[src/rtl/oled_spi_stream_if.sv]
// AHB-Lite slave port bundle for the OLED serial streamer.
interface oled_spi_stream_if;
  logic        HSEL;
  logic        HREADY;
  logic        HWRITE;
  logic [31:0] HADDR;
  logic [31:0] HWDATA;
  logic [2:0]  HSIZE;
  logic [1:0]  HTRANS;
  logic [31:0] HRDATA;
  logic        HREADYOUT;

  modport master (
    output HSEL, HREADY, HWRITE, HADDR, HWDATA, HSIZE, HTRANS,
    input  HRDATA, HREADYOUT
  );

  modport slave (
    input  HSEL, HREADY, HWRITE, HADDR, HWDATA, HSIZE, HTRANS,
    output HRDATA, HREADYOUT
  );
endinterface

[src/rtl/oled_spi_stream.sv]
// AHB-Lite OLED serial streamer: TX FIFO, programmable SCLK divider and a
// pixel-fill engine feeding a byte serialiser on nCS/DnC/SDIN/SCLK.
module oled_spi_stream #(
  parameter int FIFO_DEPTH  = 16,
  parameter int DIV_WIDTH   = 8,
  parameter int DEFAULT_DIV = 0,
  parameter int FILL_WIDTH  = 16
) (
  input  logic             HCLK,
  input  logic             HRESETn,
  oled_spi_stream_if.slave ahb,
  output logic             nCS,
  output logic             DnC,
  output logic             SDIN,
  output logic             SCLK,
  output logic             IRQ
);
  localparam int AW = $clog2(FIFO_DEPTH);

  typedef enum logic [1:0] {IDLE, LOAD, LOW, HIGH} state_t;
  state_t state, state_nxt;

  // AHB address phase, consumed in the following (data) cycle
  logic       a_wr, a_rd;
  logic [2:0] a_off;
  always_ff @(posedge HCLK or negedge HRESETn) begin
    if (!HRESETn) begin
      a_wr  <= 1'b0;
      a_rd  <= 1'b0;
      a_off <= '0;
    end else begin
      a_wr  <= ahb.HSEL && ahb.HREADY && (ahb.HTRANS != 2'b00) && ahb.HWRITE;
      a_rd  <= ahb.HSEL && ahb.HREADY && (ahb.HTRANS != 2'b00) && !ahb.HWRITE;
      a_off <= ahb.HADDR[4:2];
    end
  end

  logic wr_txd, wr_col, wr_fill, wr_stat, wr_ctrl;
  assign wr_txd  = a_wr && (a_off == 3'd0);
  assign wr_col  = a_wr && (a_off == 3'd1);
  assign wr_fill = a_wr && (a_off == 3'd2);
  assign wr_stat = a_wr && (a_off == 3'd3);
  assign wr_ctrl = a_wr && (a_off == 3'd4);

  logic                 en, irq_en, ovf, err;
  logic [DIV_WIDTH-1:0] div_reg;
  logic [15:0]          colour;

  // TX FIFO
  logic [8:0]    mem [FIFO_DEPTH];
  logic [AW-1:0] wptr, rptr;
  logic [AW:0]   level;
  logic          empty, full, pop, push_ok, ovf_set;

  assign empty   = (level == '0);
  assign full    = (level == (AW+1)'(FIFO_DEPTH));
  assign push_ok = wr_txd && (!full || pop);
  assign ovf_set = wr_txd && full && !pop;

  always_ff @(posedge HCLK) begin
    if (push_ok) mem[wptr] <= ahb.HWDATA[8:0];
  end

  always_ff @(posedge HCLK or negedge HRESETn) begin
    if (!HRESETn) begin
      wptr  <= '0;
      rptr  <= '0;
      level <= '0;
    end else begin
      if (push_ok) wptr <= wptr + AW'(1);
      if (pop)     rptr <= rptr + AW'(1);
      case ({push_ok, pop})
        2'b10:   level <= level + (AW+1)'(1);
        2'b01:   level <= level - (AW+1)'(1);
        default: ;
      endcase
    end
  end

  // Serialiser state and fill engine
  logic [7:0]            shreg, ld_byte;
  logic                  dnc_q, ld_dnc, cur_lo;
  logic [DIV_WIDTH-1:0]  div_q, div_cnt;
  logic [2:0]            bit_cnt;
  logic                  fill_active, fill_hi, fill_ok, fill_start;
  logic [FILL_WIDTH-1:0] fill_cnt;
  logic                  div_done, byte_done, fill_src, fifo_src, take;

  assign fill_ok    = empty && !fill_active && (state == IDLE);
  assign fill_start = wr_fill && fill_ok;

  always_comb begin
    state_nxt = state;
    div_done  = (div_cnt == div_q);
    byte_done = (state == HIGH) && div_done && (bit_cnt == 3'd7);
    // the low byte now finishing may be the last pixel, so it no longer counts
    fill_src  = en && fill_active &&
                !(byte_done && cur_lo && (fill_cnt == FILL_WIDTH'(1)));
    fifo_src  = en && !empty;
    take      = ((state == IDLE) || byte_done) && (fill_src || fifo_src);
    pop       = take && !fill_src;
    ld_byte   = fill_src ? (fill_hi ? colour[15:8] : colour[7:0]) : mem[rptr][7:0];
    ld_dnc    = fill_src || mem[rptr][8];
    case (state)
      IDLE:    if (take) state_nxt = LOAD;
      LOAD:    state_nxt = LOW;
      LOW:     if (div_done) state_nxt = HIGH;
      HIGH:    if (div_done) begin
                 if (bit_cnt != 3'd7) state_nxt = LOW;
                 else if (take)       state_nxt = LOAD;
                 else                 state_nxt = IDLE;
               end
      default: state_nxt = IDLE;
    endcase
  end

  always_ff @(posedge HCLK or negedge HRESETn) begin
    if (!HRESETn) state <= IDLE;
    else          state <= state_nxt;
  end

  always_ff @(posedge HCLK or negedge HRESETn) begin
    if (!HRESETn) begin
      shreg   <= '0;
      dnc_q   <= 1'b0;
      div_q   <= '0;
      div_cnt <= '0;
      bit_cnt <= '0;
      cur_lo  <= 1'b0;
    end else begin
      if ((state == LOW || state == HIGH) && !div_done) div_cnt <= div_cnt + DIV_WIDTH'(1);
      else                                              div_cnt <= '0;
      if (take) begin
        shreg   <= ld_byte;
        dnc_q   <= ld_dnc;
        div_q   <= div_reg;
        cur_lo  <= fill_src && !fill_hi;
        bit_cnt <= '0;
      end else if (state == HIGH && div_done) begin
        shreg   <= {shreg[6:0], 1'b0};
        bit_cnt <= bit_cnt + 3'd1;
      end
    end
  end

  always_ff @(posedge HCLK or negedge HRESETn) begin
    if (!HRESETn) begin
      fill_active <= 1'b0;
      fill_hi     <= 1'b0;
      fill_cnt    <= '0;
    end else if (fill_start) begin
      fill_active <= |ahb.HWDATA[FILL_WIDTH-1:0];
      fill_cnt    <= ahb.HWDATA[FILL_WIDTH-1:0];
      fill_hi     <= 1'b1;
    end else begin
      if (take && fill_src) fill_hi <= !fill_hi;
      if (byte_done && cur_lo && fill_active) begin
        fill_cnt <= fill_cnt - FILL_WIDTH'(1);
        if (fill_cnt == FILL_WIDTH'(1)) fill_active <= 1'b0;
      end
    end
  end

  // Control and status registers; a set event beats a write-1-to-clear
  always_ff @(posedge HCLK or negedge HRESETn) begin
    if (!HRESETn) begin
      en      <= 1'b0;
      irq_en  <= 1'b0;
      div_reg <= DIV_WIDTH'(DEFAULT_DIV);
      colour  <= '0;
      ovf     <= 1'b0;
      err     <= 1'b0;
    end else begin
      if (wr_ctrl) begin
        en      <= ahb.HWDATA[0];
        irq_en  <= ahb.HWDATA[1];
        div_reg <= ahb.HWDATA[8 +: DIV_WIDTH];
      end
      if (wr_col) colour <= ahb.HWDATA[15:0];
      if (ovf_set)                         ovf <= 1'b1;
      else if (wr_stat && ahb.HWDATA[3])   ovf <= 1'b0;
      if (wr_fill && !fill_ok)             err <= 1'b1;
      else if (wr_stat && ahb.HWDATA[4])   err <= 1'b0;
    end
  end

  logic [7:0] lvl8;
  assign lvl8 = 8'(level);

  always_comb begin
    ahb.HRDATA = '0;
    if (a_rd) begin
      case (a_off)
        3'd1: ahb.HRDATA[15:0] = colour;
        3'd3: begin
          ahb.HRDATA[5:0]  = {fill_active, err, ovf, full, empty,
                              (state != IDLE) || fill_active};
          ahb.HRDATA[15:8] = lvl8;
        end
        3'd4: begin
          ahb.HRDATA[1:0]            = {irq_en, en};
          ahb.HRDATA[8 +: DIV_WIDTH] = div_reg;
        end
        default: ;
      endcase
    end
  end

  assign ahb.HREADYOUT = 1'b1;
  assign nCS  = (state == IDLE);
  assign SCLK = (state == HIGH);
  assign SDIN = shreg[7];
  assign DnC  = dnc_q;
  assign IRQ  = irq_en && en && empty && !fill_active && (state == IDLE);

  logic unused_ahb;
  assign unused_ahb = ^{ahb.HSIZE, ahb.HADDR, ahb.HWDATA};
endmodule
[src/flat_wrapper.sv]
// flat-port wrapper written by rule: the top's interface ports become plain ports
module oled_spi_stream_flat 
#(
  parameter int FIFO_DEPTH  = 16,
  parameter int DIV_WIDTH   = 8,
  parameter int DEFAULT_DIV = 0,
  parameter int FILL_WIDTH  = 16
)
  (HCLK, HRESETn, nCS, DnC, SDIN, SCLK, IRQ, ahb_HSEL, ahb_HREADY, ahb_HWRITE, ahb_HADDR, ahb_HWDATA, ahb_HSIZE, ahb_HTRANS, ahb_HRDATA, ahb_HREADYOUT);
  oled_spi_stream_if ahb_i ();
  input  logic HCLK;
  input  logic HRESETn;
  output logic nCS;
  output logic DnC;
  output logic SDIN;
  output logic SCLK;
  output logic IRQ;
  input wire logic [$bits(ahb_i.HSEL)-1:0] ahb_HSEL;
  input wire logic [$bits(ahb_i.HREADY)-1:0] ahb_HREADY;
  input wire logic [$bits(ahb_i.HWRITE)-1:0] ahb_HWRITE;
  input wire logic [$bits(ahb_i.HADDR)-1:0] ahb_HADDR;
  input wire logic [$bits(ahb_i.HWDATA)-1:0] ahb_HWDATA;
  input wire logic [$bits(ahb_i.HSIZE)-1:0] ahb_HSIZE;
  input wire logic [$bits(ahb_i.HTRANS)-1:0] ahb_HTRANS;
  output wire logic [$bits(ahb_i.HRDATA)-1:0] ahb_HRDATA;
  output wire logic [$bits(ahb_i.HREADYOUT)-1:0] ahb_HREADYOUT;
  assign ahb_i.HSEL = ahb_HSEL;
  assign ahb_i.HREADY = ahb_HREADY;
  assign ahb_i.HWRITE = ahb_HWRITE;
  assign ahb_i.HADDR = ahb_HADDR;
  assign ahb_i.HWDATA = ahb_HWDATA;
  assign ahb_i.HSIZE = ahb_HSIZE;
  assign ahb_i.HTRANS = ahb_HTRANS;
  assign ahb_HRDATA = ahb_i.HRDATA;
  assign ahb_HREADYOUT = ahb_i.HREADYOUT;
  oled_spi_stream #(.FIFO_DEPTH(FIFO_DEPTH), .DIV_WIDTH(DIV_WIDTH), .DEFAULT_DIV(DEFAULT_DIV), .FILL_WIDTH(FILL_WIDTH)) u_core (.HCLK(HCLK), .HRESETn(HRESETn), .ahb(ahb_i), .nCS(nCS), .DnC(DnC), .SDIN(SDIN), .SCLK(SCLK), .IRQ(IRQ));
endmodule
[config.mk]
export PLATFORM = sky130hd
export DESIGN_NAME = oled_spi_stream_flat
export DESIGN_NICKNAME = d
export VERILOG_FILES = /design/src/rtl/oled_spi_stream_if.sv /design/src/rtl/oled_spi_stream.sv /design/src/flat_wrapper.sv
export SDC_FILE = /design/constraint.sdc
export NUM_CORES = 1
export LEC_CHECK = 0
export BUFFER_PORTS_ARGS = -buffer_cell sky130_fd_sc_hd__buf_2
export CORE_MARGIN = 1.5
export CORE_UTILIZATION = 55
export CTS_BUF_LIST = sky130_fd_sc_hd__clkbuf_4 sky130_fd_sc_hd__clkbuf_8
export DETAILED_ROUTE_END_ITERATION = 6
export PLACE_DENSITY = 0.75
export SYNTH_ARGS = -nofsm -noshare
export SYNTH_HDL_FRONTEND = slang
export SYNTH_SLANG_ARGS = --single-unit
export TNS_END_PERCENT = 20
[constraint.sdc]
create_clock -name HCLK -period 9.7 [get_ports HCLK]
set_clock_uncertainty 0.15 [all_clocks]
set_input_delay 1.455 -clock HCLK [delete_from_list [all_inputs] [get_ports HCLK]]
set_output_delay 1.455 -clock HCLK [all_outputs]
set_load 0.01 [all_outputs]
==> metrics.md <==
| Metric | Value |
|---|---|
| Slowest CP cell | `nor4b_2` |
| Top post-synthesis cells by area | `edfxtp_1 40%, dfrtp_1 22%, mux4_2 7.6%` |
| CP Buf/Inv Count | `1` |
| FFs w/ async S/R, synth | `between 30% and 40%` |
| Share of the synthesized area in the top cell type | `40.4%` |
| Clk buf depth | `3` |
| PortBufs | `46` |
| CTS Buf Count | `38` |
| Largest net degree at the start of global routing | `52` |
| DRT Wirelength | `23.2 mm` |
| Ports | `112` |
| Most frequent cell after synthesis | `edfxtp_1` |
| Design area | `about 0.012 sq mm` |
| Worst skew pair latency | `0.54 ns` |
| Post-Syn Area | `about 0.011 sq mm` |
| CP cell instances | `xor2_1, nor4_2, and3_1, a31oi_2, buf_4, nor3_2, o21ai_2, nor4b_2` |
| Final Hold Viols | `0` |
| Critical path data required time | `9.70 ns` |
| First-pass GRT wire length | `36.8 mm` |
| CTS clk-pin slew, worst paths | `0.06 ns` |
| Fin nets | `909` |
| Post-Route Setup TNS | `0 ns` |
| Minimum clock period | `approximately 4.6 ns` |
| CP startpoint | `u_core.div_cnt[2]` |
| Seq. cell area | `between 0.006 and 0.007 sq mm` |
| Tcrit/Tclk final | `47.7%` |
| Initial antenna violation count | `0` |
| Die H | `143 microns` |
| Dpl ws | `5.09 ns` |
| Core area | `0.0189 sq mm` |
| Hold_ws | `around 0.35 ns` |
| Worst EP arrival | `4.62 ns` |
| CTS Sinks | `239` |
| Multi-input logic area | `roughly 0.0038 sq mm` |
| Layout area overhead | `11.7%` |
| H-Tree Depth | `2` |
| CTS tree | `yes` |
| Share of layout cells above drive strength 1 | `25.4%` |
| Startpoint Class | `flop` |
| Total Routing Usage GR | `24.0%` |
| Clk root buf | `clkbuf_8` |
| Total setup buffers inserted after CTS | `0` |
| Post-route DRC | `0` |
| Routed wire per std cell | `20.9 microns` |
| Ant. Diodes | `0` |
| Fmax | `around 0.22 GHz` |
| DP Cell Count | `1,043` |
| Fillers | `~1,400` |
| Iter 0 DRT Violations | `413` |
| Worst Setup End Kind | `flop` |
| Biggest regs | `u_core.mem x144, u_core.colour x16, u_core.fill_cnt x16` |
| Die area | `0.0203 sq mm` |
| Largest register by flop count | `u_core.mem` |
| GR Overflow Total | `0` |
| Row cnt | `50` |
| Max-cap violations | `0` |
| Yosys warning count | `0` |
| Largest register FFs | `144` |
| Status | `finished clean` |
| Vias in the first global route | `between 6,000 and 7,000` |
| DR vias | `6,646` |
| CP max stage delay | `1.14 ns` |
| Setup slack after layout | `~5.1 ns` |
| RSZ-0062 raised after global routing | `false` |
| Drt pass-1 iters | `5` |
| Post-DP HPWL | `about 16 mm` |
| Post-synth top flop | `edfxtp_1` |
| PwrDens | `224 mW/mm^2` |
| Headroom to the max-slew limit | `14.4%` |
| RR Startpoint | `u_core.div_cnt[2]` |
| Crit Path Max Fanout | `18` |
| Area after DPL | `between 0.01 and 0.015 sq mm` |
| Delay-heaviest family, CP | `simple AND/OR/NAND/NOR gates` |
| Most instantiated cells after synthesis | `144 x edfxtp_1, 95 x dfrtp_1, 65 x nand2_1, 62 x nor2_1, 40 x mux2_2` |
| PostCTS Resize Cnt | `0` |
| GPL Wtd Cong | `0.830` |
| Post-Layout Cell Count | `1,111` |
| Final Slew Violations | `0` |
| Sequential area share after synthesis | `62.6%` |
| Worst slew pin tran | `1.28 ns` |
| Number of flops mapped to enable cells by yosys | `between 100 and 150` |
| Post-Syn Instances | `762` |
| Peak VDD IR | `0.169 mV` |
| CTS Hold Buffers Added | `0` |
| Worst Hold Launch | `u_core.div_q[4]` |
| Hold Path Class | `reg2reg` |
| Antenna Nets Post-Route | `0` |
| Final setup viols | `0` |
| Register bit total from synthesis | `around 240` |
| Leakage power | `0.00452 uW` |
| Leading area contributor after synthesis | `edfxtp_1` |
| Initial cell density of the core | `56.7%` |
| Distinct cell type count of the synthesized netlist | `62` |
| Drt via density | `5.98` |
| Syn avg cell area | `14.1 sq um` |
| Chip Width | `143 microns` |
| Setup CP Type | `reg2reg` |
==> worst min-delay path, cell delays in order (launching register included) <==
cell     delay (ns)
dfrtp_1        0.35
nand2_1        0.06
nand2_1        0.06
==> report_power, final <==
group	switching, uW	internal, uW
logic	287	266
registers	99.4	1170
clock network	392	469
==> worst paths after layout <==
| path | slack, ns | cells after the start | to |
|---|---|---|---|
| max | 5.08 | 8 | u_core.mem[1][7] |
| min | 0.35 | 2 | u_core.div_q[4] |
| max reg2reg | 5.08 | 8 | u_core.mem[1][7] |
| min reg2reg | 0.35 | 2 | u_core.div_q[4] |
| max in group asynchronous | 7.52 | 2 | u_core.rptr[0] |
| min in group asynchronous | 0.75 | 1 | u_core.bit_cnt[2] |
==> cells in the final DEF (no fill, tap or decap), types with 12 or more instances in the layout <==
cell type / instances
a21oi_1: 13
a22oi_1: 14
buf_2: 45
buf_4: 12
clkbuf_8: 43
conb_1: 17
dfrtp_1: 93
edfxtp_1: 144
ha_1: 12
mux2_2: 40
mux2i_1: 25
mux4_2: 36
nand2_1: 65
nand3_1: 24
nor2_1: 62
o21ai_0: 20
xnor2_1: 14
xor2_1: 16
==> metrics by stage <==
stage               total power [uW]  utilization [%]
floorplan                       1690                -
global placement                1800             59.2
detailed placement              1840             59.2
CTS                             2700             63.3
global route                    2810             63.3
finish                          2680             63.3
==> cells by family (layout without fill, tap and decap cells) <==
group	Yosys count	after routing	synth area share, %
AND/OR/NAND/NOR	224	224	10.4
buffers and inverters	61	135	2.83
other	2	17	0.0701
flip-flops	239	239	62.6
XOR/XNOR	30	30	2.45
multiplexers	102	102	14.2
AO/OA/AOI/OAI	92	92	6.09
adder cells (fa/ha/maj)	12	12	1.40
==> layout make-up <==
type | count | share of cell area, %
sequential | 239 | 56.0
tap | 260 | 2.72
clock inverter | 17 | 0.994
timing repair buffer | 57 | 2.64
inverter | 10 | 0.324
clock buffer | 51 | 5.45
multi-input combinational | 477 | 31.8
==> routing by layer <==
layer / global-route usage [%] / up-vias / wire [microns]
met1: 30.6 / 3354 / 9240
met3: 4.78 / 66 / 1540
met2: 40.3 / 265 / 11700
met5: 0 / - / 0
met4: 10.3 / 0 / 806
li1: - / 2961 / -
Power figures use the tool's default switching activity.
